--- config.mk ---
export PLATFORM = sky130hd
export DESIGN_NAME = lvdc_timing_seq
export DESIGN_NICKNAME = d
export VERILOG_FILES = /design/src/rtl/lvdc_timing_pkg.sv /design/src/rtl/lvdc_edge_detect.sv /design/src/rtl/lvdc_timing_seq.sv
export SDC_FILE = /design/constraint.sdc
export NUM_CORES = 1
export LEC_CHECK = 0
export ABC_AREA = 1
export CORE_MARGIN = 2
export CORE_UTILIZATION = 45
export DETAILED_ROUTE_END_ITERATION = 7
export HOLD_SLACK_MARGIN = 0.03
export PLACE_DENSITY = 0.75
export SLEW_MARGIN = 15
export SYNTH_ARGS = -nofsm -noshare
export SYNTH_HDL_FRONTEND = slang
export SYNTH_HIERARCHICAL = 1
export SYNTH_SLANG_ARGS = --single-unit
--- constraint.sdc ---
create_clock -name clk -period 1.4 [get_ports clk]
set_input_delay 0.21 -clock clk [delete_from_list [all_inputs] [get_ports clk]]
set_output_delay 0.21 -clock clk [all_outputs]
set_load 0.1 [all_outputs]
--- src/rtl/lvdc_timing_pkg.sv ---
// Shared definitions for the LVDC timing sequencer: state encoding, counter
// widths, default cadence values and a parameter range helper.
package lvdc_timing_pkg;

    typedef enum logic [1:0] {
        ST_HALT  = 2'd0,
        ST_RUN   = 2'd1,
        ST_DRAIN = 2'd2,
        ST_STEP  = 2'd3
    } state_e;

    localparam int CLK_PHASE_W = 2;
    localparam int BIT_TIME_W  = 4;
    localparam int PHASE_W     = 2;

    localparam int DEF_CLK_PHASES      = 4;
    localparam int DEF_BITS_PER_PHASE  = 14;
    localparam int DEF_PHASES_PER_WORD = 3;

    // True when a modulus of 'value' can be counted in a 'width'-bit counter.
    function automatic logic fits(input int value, input int width);
        return (value >= 1) && (value <= (1 << width));
    endfunction

endpackage

--- src/rtl/lvdc_edge_detect.sv ---
// Rising-edge detector for oscillator-derived signals: one clk-wide pulse per
// low-to-high transition of sig_i. The history register clears on reset.
module lvdc_edge_detect (
    input  logic clk,
    input  logic rst,
    input  logic sig_i,
    output logic rise_o
);

    logic sig_q;

    // Remember last cycle's level so a new high level can be recognised.
    always_ff @(posedge clk) begin
        if (!rst) begin
            sig_q <= 1'b0;
        end else begin
            sig_q <= sig_i;
        end
    end

    assign rise_o = sig_i & ~sig_q;

endmodule

--- src/rtl/lvdc_timing_seq.sv ---
// LVDC timing sequencer: turns osc_y rising edges into clock phase, bit time
// and word phase counts, and owns run/halt control so the machine only stops
// on a word boundary.
// Optional single-word stepping is built when LVDC_TIMING_STEP_EN is defined;
// without it the STEP state and the step_req/step_ack ports do not exist.
module lvdc_timing_seq
    import lvdc_timing_pkg::*;
#(
    parameter int CLK_PHASES      = DEF_CLK_PHASES,
    parameter int BITS_PER_PHASE  = DEF_BITS_PER_PHASE,
    parameter int PHASES_PER_WORD = DEF_PHASES_PER_WORD
) (
    input  logic                   clk,
    input  logic                   rst,
    input  logic                   osc_y,
    input  logic                   run_req,
    input  logic                   halt_req,
`ifdef LVDC_TIMING_STEP_EN
    input  logic                   step_req,
    output logic                   step_ack,
`endif
    output logic                   running,
    output logic                   halt_ack,
    output logic [CLK_PHASE_W-1:0] clk_phase,
    output logic [BIT_TIME_W-1:0]  bit_time,
    output logic [PHASE_W-1:0]     phase,
    output logic                   bit_strobe,
    output logic                   phase_strobe,
    output logic                   word_strobe
);

    if (!fits(CLK_PHASES, CLK_PHASE_W) || !fits(BITS_PER_PHASE, BIT_TIME_W) ||
        !fits(PHASES_PER_WORD, PHASE_W)) begin : g_cfg_check
        $error("lvdc_timing_seq: cadence parameters do not fit the counter widths");
    end

    localparam logic [CLK_PHASE_W-1:0] CP_LAST = CLK_PHASE_W'(CLK_PHASES - 1);
    localparam logic [BIT_TIME_W-1:0]  BT_LAST = BIT_TIME_W'(BITS_PER_PHASE - 1);
    localparam logic [PHASE_W-1:0]     PH_LAST = PHASE_W'(PHASES_PER_WORD - 1);

    state_e                 state_q, state_d;
    logic [CLK_PHASE_W-1:0] clk_phase_q, clk_phase_d;
    logic [BIT_TIME_W-1:0]  bit_time_q, bit_time_d;
    logic [PHASE_W-1:0]     phase_q, phase_d;
    logic                   bit_strobe_q, bit_strobe_d;
    logic                   phase_strobe_q, phase_strobe_d;
    logic                   word_strobe_q, word_strobe_d;
    logic                   running_q, running_d;
    logic                   halt_ack_q, halt_ack_d;
    logic                   tick;
    logic                   boundary;
`ifdef LVDC_TIMING_STEP_EN
    logic                   step_ack_q, step_ack_d;
    logic                   step_armed_q, step_armed_d;
`endif

    lvdc_edge_detect u_osc_edge (
        .clk    (clk),
        .rst    (rst),
        .sig_i  (osc_y),
        .rise_o (tick)
    );

    // Next counters, strobes and control state from the current tick and requests.
    always_comb begin
        clk_phase_d    = clk_phase_q;
        bit_time_d     = bit_time_q;
        phase_d        = phase_q;
        bit_strobe_d   = 1'b0;
        phase_strobe_d = 1'b0;
        word_strobe_d  = 1'b0;
        boundary       = 1'b0;

        if (tick && running_q) begin
            if (clk_phase_q == CP_LAST) begin
                clk_phase_d  = '0;
                bit_strobe_d = 1'b1;
                if (bit_time_q == BT_LAST) begin
                    bit_time_d     = '0;
                    phase_strobe_d = 1'b1;
                    if (phase_q == PH_LAST) begin
                        phase_d       = '0;
                        word_strobe_d = 1'b1;
                        boundary      = 1'b1;
                    end else begin
                        phase_d = phase_q + 1'b1;
                    end
                end else begin
                    bit_time_d = bit_time_q + 1'b1;
                end
            end else begin
                clk_phase_d = clk_phase_q + 1'b1;
            end
        end

        state_d = state_q;
        case (state_q)
            ST_HALT: begin
                if (!halt_req) begin
                    if (run_req) begin
                        state_d = ST_RUN;
                    end
`ifdef LVDC_TIMING_STEP_EN
                    else if (step_req && step_armed_q) begin
                        state_d = ST_STEP;
                    end
`endif
                end
            end
            ST_RUN: begin
                if (halt_req) begin
                    state_d = ST_DRAIN;
                end
            end
            ST_DRAIN: begin
                if (boundary) begin
                    state_d = ST_HALT;
                end else if (!halt_req) begin
                    state_d = ST_RUN;
                end
            end
`ifdef LVDC_TIMING_STEP_EN
            ST_STEP: begin
                if (boundary) begin
                    state_d = ST_HALT;
                end
            end
`endif
            default: state_d = ST_HALT;
        endcase

        // A halted machine always rests at the start of a word.
        if (state_d == ST_HALT) begin
            clk_phase_d = '0;
            bit_time_d  = '0;
            phase_d     = '0;
        end

        running_d  = (state_d != ST_HALT);
        halt_ack_d = (state_d == ST_HALT);

`ifdef LVDC_TIMING_STEP_EN
        step_ack_d   = (state_q == ST_STEP) && boundary;
        step_armed_d = step_armed_q;
        if (!step_req) begin
            step_armed_d = 1'b1;
        end else if ((state_q == ST_HALT) && (state_d == ST_STEP)) begin
            step_armed_d = 1'b0;
        end
`endif
    end

    // Register the FSM, counters and every output together.
    always_ff @(posedge clk) begin
        if (!rst) begin
            state_q        <= ST_HALT;
            clk_phase_q    <= '0;
            bit_time_q     <= '0;
            phase_q        <= '0;
            bit_strobe_q   <= 1'b0;
            phase_strobe_q <= 1'b0;
            word_strobe_q  <= 1'b0;
            running_q      <= 1'b0;
            halt_ack_q     <= 1'b1;
`ifdef LVDC_TIMING_STEP_EN
            step_ack_q     <= 1'b0;
            step_armed_q   <= 1'b1;
`endif
        end else begin
            state_q        <= state_d;
            clk_phase_q    <= clk_phase_d;
            bit_time_q     <= bit_time_d;
            phase_q        <= phase_d;
            bit_strobe_q   <= bit_strobe_d;
            phase_strobe_q <= phase_strobe_d;
            word_strobe_q  <= word_strobe_d;
            running_q      <= running_d;
            halt_ack_q     <= halt_ack_d;
`ifdef LVDC_TIMING_STEP_EN
            step_ack_q     <= step_ack_d;
            step_armed_q   <= step_armed_d;
`endif
        end
    end

    assign running      = running_q;
    assign halt_ack     = halt_ack_q;
    assign clk_phase    = clk_phase_q;
    assign bit_time     = bit_time_q;
    assign phase        = phase_q;
    assign bit_strobe   = bit_strobe_q;
    assign phase_strobe = phase_strobe_q;
    assign word_strobe  = word_strobe_q;
`ifdef LVDC_TIMING_STEP_EN
    assign step_ack     = step_ack_q;
`endif

endmodule

==> results of run 1 <==
==> per-layer routing <==
| layer | vias to the layer above | GRT usage |
|---|---|---|
| li1 | 342 | - |
| met1 | 303 | 0.249 |
| met2 | 26 | 0.281 |
| met3 | 10 | 0.0383 |
| met4 | 0 | 0.152 |
| met5 | - | 0 |
==> area by class of cell <==
class | count | area [um2]
clock buffers | 4 | 36.3
well taps | 16 | 20.0
fillers | 92 | 280
flip-flops and latches | 16 | 352
multi-input cells | 54 | 357
repair buffers | 24 | 353
inverters | 19 | 73.8
==> cells by family (layout without fill, tap and decap cells) <==
kind of cell	Yosys count	in the layout	synth area share
buffers and inverters	19	47	0.103
muxes	1	1	0.0162
adders and majority gates	1	1	0.0180
and+or+nand+nor	35	36	0.279
AOI/OAI and AO/OA	15	15	0.112
xor gates and xnor gates	1	1	0.0126
DFF	16	16	0.460
==> stage by stage <==
step | std cells | power [mW]
6_report | 133 | 0.880
5_1_grt | 133 | 0.907
4_1_cts | 130 | 0.876
3_5_place_dp | 126 | 0.582
3_3_place_gp | 126 | 0.579
2_1_floorplan | 88 | 0.533
==> timing repair <==
action                     4_1_cts  5_1_grt
resized for setup                0        9
setup buffers                    0        2
setup endpoints to repair        0       11
==> sequential cells by signal, indices dropped and copies added (netlist names) <==
| register | count |
|---|---|
| bit_strobe | 1 |
| phase | 2 |
| bit_time | 4 |
| state_q | 2 |
| running | 1 |
| word_strobe | 1 |
| u_osc_edge/sig_q | 1 |
| phase_strobe | 1 |
| halt_ack | 1 |
| clk_phase | 2 |
==> path summary, 6_finish.rpt <==
kind | end | slack (ns) | depth (start not counted)
max reg2reg | bit_time[2] | 0.07 | 6
min | u_osc_edge/sig_q | 0.49 | 3
min reg2reg | bit_time[3] | 0.56 | 3
max | bit_time[2] | 0.03 | 8
==> power by group through the flow <==
stage | Sequential (mW) | Clock [mW] | Combinational [mW]
finish | 0.460 | 0.299 | 0.122
global route | 0.461 | 0.317 | 0.129
CTS | 0.459 | 0.305 | 0.112
detailed placement | 0.470 | 0 | 0.112
global placement | 0.470 | 0 | 0.110
floorplan | 0.503 | 0 | 0.0300
==> cells in the mapped netlist <==
cell / n / area (um2)
a21oi_1: 9 / 45.0
dfxtp_1: 16 / 320
ha_1: 1 / 12.5
inv_1: 17 / 63.8
inv_2: 2 / 7.51
mux2_2: 1 / 11.3
nand2_1: 12 / 45.0
nand2_2: 2 / 12.5
nand2_4: 1 / 11.3
nand3_1: 4 / 20.0
nand3_2: 1 / 10.0
nand3_4: 1 / 17.5
nand4_2: 1 / 12.5
nor2_1: 7 / 26.3
nor2_2: 2 / 12.5
nor2_4: 1 / 11.3
nor3_1: 3 / 15.0
o21ai_0: 5 / 25.0
o31ai_1: 1 / 7.51
xor2_1: 1 / 8.76
==> worst max-delay path: cells and delay by family <==
kind	cells	cell delay (ns)
buffers and inverters	3	0.72
AO/OA/AOI/OAI	2	0.32
AND/OR/NAND/NOR	3	0.33
==> flow_summary.toml, run 1 <==
[timing]
fin_ws_ns = 0.0296
max_slew_margin = 0.793
skew_ns = 0.00390
fin_crit_sh = 0.979
hold_viol_final = 0
fmaxAchievable_ghz = 0.730
fin_setup_tns_ns = 0
whs_ns = 0.487
drv_slew = 0
fin_crit_ns = 1.37
setup_viol = 0
worstMarginPinSlew_ns = 0.309

[synth]
yosysWarnings = 6
ys_seq_elements = 16
yosysUniqueCellTypes = 20
yosysSeqAreaShare = 0.460
syn_nets = 94
netlist_instances = 88
syn_area_per_cell_um2 = 7.91
netlist_area_um2 = 696

[layout]
utilization = 0.810
area_growth_pct = 71.2
final_cell_mix = "inv_1, buf_12, nand2_1"
num_antenna_cells = 0
drive_above_1_share = 0.419
layout_commonest_cell = "inv_1"
nNetsFinal = 124
fin_area_mm2 = 0.00119

[cts]
clock-sinks = 16
htreeDepth = 1
clkTransAtPathRegs_ns = 0.09
numCtsBuffers = 3
clock_path_buffers = 2
clk_latency_ns = 0.28
root_buffer = "clkbuf_4"
holdBufCountCts = 0
cts_tree = "built"

[drt]
routed-wl-met3_um = 101
highest_layer = "met4"
ant_nets = 0
first_pass_iters = 4
routed_wl_um = 1820
via_count = 681
vias_per_cell = 5.12
wl_met1_um = 695
drc_errors = 0
drtIter0Drc = 8
wl_met2_um = 932
wl_per_cell_um = 13.7

[setup_path]
arrival_ns = 1.58
r2r_start = "clk_phase[0]"
crit_slowest_cell = "clkdlybuf4s50_1"
path_cells = "clkdlybuf4s50_1, inv_1, nor2_4, nand3_4, buf_4, o21ai_0, nand3_1, a21oi_1"
critical_path.max_stage_delay_ns = 0.48
critical_path_required_ns = 1.61
startpoint_type = "primary input"
worstSetupStartpoint = "osc_y"
critPathMaxFanout = 5
crit_type = "primary input to flop"
cp-end-kind = "flop"

[floorplan]
io_pins = 18
rows = 14
die-area_mm2 = 0.00188
coreArea_mm2 = 0.00147
die_x_um = 43.3
initial_utilization = 0.473
die_h_um = 43.3

[placement]
pre_cts_ws_ns = -0.258
dp_hpwl_um = 1260
placed_area_mm2 = 0.00110
place.gp.congestion = 0.854
port_buffers = 17

[power_and_ir_drop]
pwr-share-seq = 0.522
p_int_mw = 0.656
power.leakage_nw = 0.482
p_per_area_mw_per_mm2 = 739
sw_frac_of_total = 0.255
vdd_drop_max_v = 0.000892
p_sw_mw = 0.224
pwr-share-clk = 0.339
combPwrFrac = 0.139

[grt]
antenna_found_initial = 0
grt_pass1_vias = 610
track_usage = 0.194
grt_start_max_net_pins = 11
overflow = 0
grt_pass1_wl_um = 2660

[run_status]
status = "finished clean"

[flow_run]
maxCapViolations = 0

[worst_hold_path]
worstHoldStart = "osc_y"
hold_class = "primary input to flop"
Power figures use the tool's default switching activity.
==> run 2, diff against run 1 <==
--- a/config.mk
+++ b/config.mk
@@ -6,11 +6,13 @@
 export NUM_CORES = 1
 export LEC_CHECK = 0
 export ABC_AREA = 1
+export CELL_PAD_IN_SITES_DETAIL_PLACEMENT = 1
+export CELL_PAD_IN_SITES_GLOBAL_PLACEMENT = 1
 export CORE_MARGIN = 2
-export CORE_UTILIZATION = 45
+export CORE_UTILIZATION = 33
 export DETAILED_ROUTE_END_ITERATION = 7
 export HOLD_SLACK_MARGIN = 0.03
-export PLACE_DENSITY = 0.75
+export PLACE_DENSITY_LB_ADDON = 0.1
 export SLEW_MARGIN = 15
 export SYNTH_ARGS = -nofsm -noshare
 export SYNTH_HDL_FRONTEND = slang
==> run 2 against run 1 <==
  * Non-clock buffer count up 1
  * Cell count is 9.0% higher
  * Wire length increased by 9.4%
  * Sequential share of layout area shrank 0.37 points
  * Fmax increased by 5.2%
  * Design area grew 1.3%
  * Die area up 33%
  * Core utilization is 20 points lower
  * Worst hold slack lost 0.31 ns
  * Largest cell class is now non-clock buffers
==> flow_summary.toml, run 2 (same netlist as run 1, synthesis figures left out) <==
[cts]
htreeDepth = 1
clock_path_buffers = 2
clkTransAtPathRegs_ns = 0.11
root_buffer = "clkbuf_4"
numCtsBuffers = 3
cts_tree = "built"
clock-sinks = 16
clk_latency_ns = 0.30

[setup_path]
cp-end-kind = "flop"
path_cells = "ha_4, nand3_4, inv_4, nand3_2, nand2_1, nand2_2, nand2_4, a21oi_1"
r2r_end = "bit_time[1]"
critical_path_required_ns = 1.59
r2r_start = "clk_phase[0]"
rrSetupSlack_ns = 0.1
crit_slowest_cell = "dfxtp_4"
worst-path-buf-inv = 1
crit_type = "flop to flop"
critical_path.max_stage_delay_ns = 0.40
critPathMaxFanout = 5
arrival_ns = 1.49
startpoint_type = "flop"
reg2reg_depth = 8
cp_top_family = "simple AND/OR/NAND/NOR gates"

[floorplan]
die-area_mm2 = 0.00249
coreArea_mm2 = 0.00198
die_x_um = 49.9
initial_utilization = 0.351
io_pins = 18
die_h_um = 49.9
rows = 16

[drt]
via_count = 673
first_pass_iters = 3
drtIter0Drc = 7
drc_errors = 0
vias_per_cell = 4.64
wl_per_cell_um = 13.7
routed_wl_um = 1990
ant_nets = 0

[timing]
worstMarginPinSlew_ns = 0.250
rsz0062_at_grt = "no"
fmaxAchievable_ghz = 0.768
max_slew_margin = 0.833
hold_viol_final = 0
fin_setup_tns_ns = 0
setup_viol = 0
whs_ns = 0.182
skew_ns = 0.00381
drv_slew = 0
fin_crit_ns = 1.30
fin_crit_sh = 0.930

[grt]
overflow = 0
antenna_found_initial = 0
grt_pass1_wl_um = 3240
grt_pass1_vias = 697
track_usage = 0.176
grt_start_max_net_pins = 11

[layout]
final_cells = 145
area_growth_pct = 73.4
layout_commonest_cell = "inv_1"
num_antenna_cells = 0
multi_input_area_um2 = 348
fin_area_mm2 = 0.00121
fillers = 220
final_cell_mix = "inv_1, buf_12, nand2_1"
final-seq-area_um2 = 352
largest_reg_flops = 4
nNetsFinal = 125
drive_above_1_share = 0.432

[placement]
port_buffers = 17
place.gp.congestion = 0.788
placed_area_mm2 = 0.00111
dp_cells = 137
dp_hpwl_um = 1500

[power_and_ir_drop]
power.leakage_nw = 0.491
p_per_area_mw_per_mm2 = 757
vdd_drop_max_v = 0.000517
p_total_mw = 0.913

[run_status]
status = "finished clean"

[worst_hold_path]
hold_class = "primary input to flop"
worstHoldEndpoint = "u_osc_edge/sig_q"
min_path_cells = 3
worstHoldStart = "osc_y"

[flow_run]
maxCapViolations = 0
## run 2: final cells by class
| cell class | count | share of cell area |
|---|---|---|
| timing repair buffer | 25 | 0.301 |
| multi-input combinational | 54 | 0.288 |
| sequential | 16 | 0.291 |
| clock buffer | 4 | 0.0301 |
| tap | 27 | 0.0280 |
| inverter | 19 | 0.0612 |
## run 2: where the power goes
| part | internal (mW) | switching, mW | total [mW] |
|---|---|---|---|
| clock network | 0.159 | 0.169 | 0.328 |
| logic | 0.0471 | 0.0770 | 0.124 |
| registers | 0.450 | 0.0103 | 0.461 |
| total | 0.656 | 0.257 | 0.913 |
## run 2: layer usage
metal / vias to the layer above / track usage / part of all wire
met3: 6 / 0.0303 / 0.036
met5: - / 0 / 0
li1: 340 / - / -
met1: 312 / 0.191 / 0.39
met2: 15 / 0.331 / 0.56
met4: 0 / 0.0694 / 0.013
## run 2: stage by stage
step                      utilization  setup WS [ns]
after detailed placement        0.561         -0.356
final                           0.609         0.0975
after global placement          0.561         -0.226
after CTS                       0.593        0.00497
after global routing            0.609       0.000158
after floorplan                     -        -0.0196
## run 2: worst reg2reg max path, stage by stage, from the launching register on
cell	delay, ns
dfxtp_4	0.40
ha_4	0.15
nand3_4	0.11
inv_4	0.08
nand3_2	0.09
nand2_1	0.09
nand2_2	0.10
nand2_4	0.11
a21oi_1	0.08
## run 2: how the worst max path moves through the flow
stage	end	from	cells after the start	slack [ns]
6_report	bit_time[1]	clk_phase[0]	8	0.1
2_1_floorplan	phase[1]	clk_phase[0]	8	-0.02
3_3_place_gp	bit_time[2]	osc_y	10	-0.23
4_1_cts	bit_time[1]	osc_y	10	0.005
3_5_place_dp	bit_time[1]	osc_y	10	-0.36
5_1_grt	bit_time[1]	phase[0]	8	0.0002
## run 2: timing repair
action | in CTS | in global routing
setup endpoints to repair | 8 | 11
pin swaps | 2 | 4
buffers inserted | 2 | 1
gates resized for setup | 2 | 6
hold buffers | 0 | 0
hold endpoints to repair | 0 | 0
gates cloned | 0 | 1
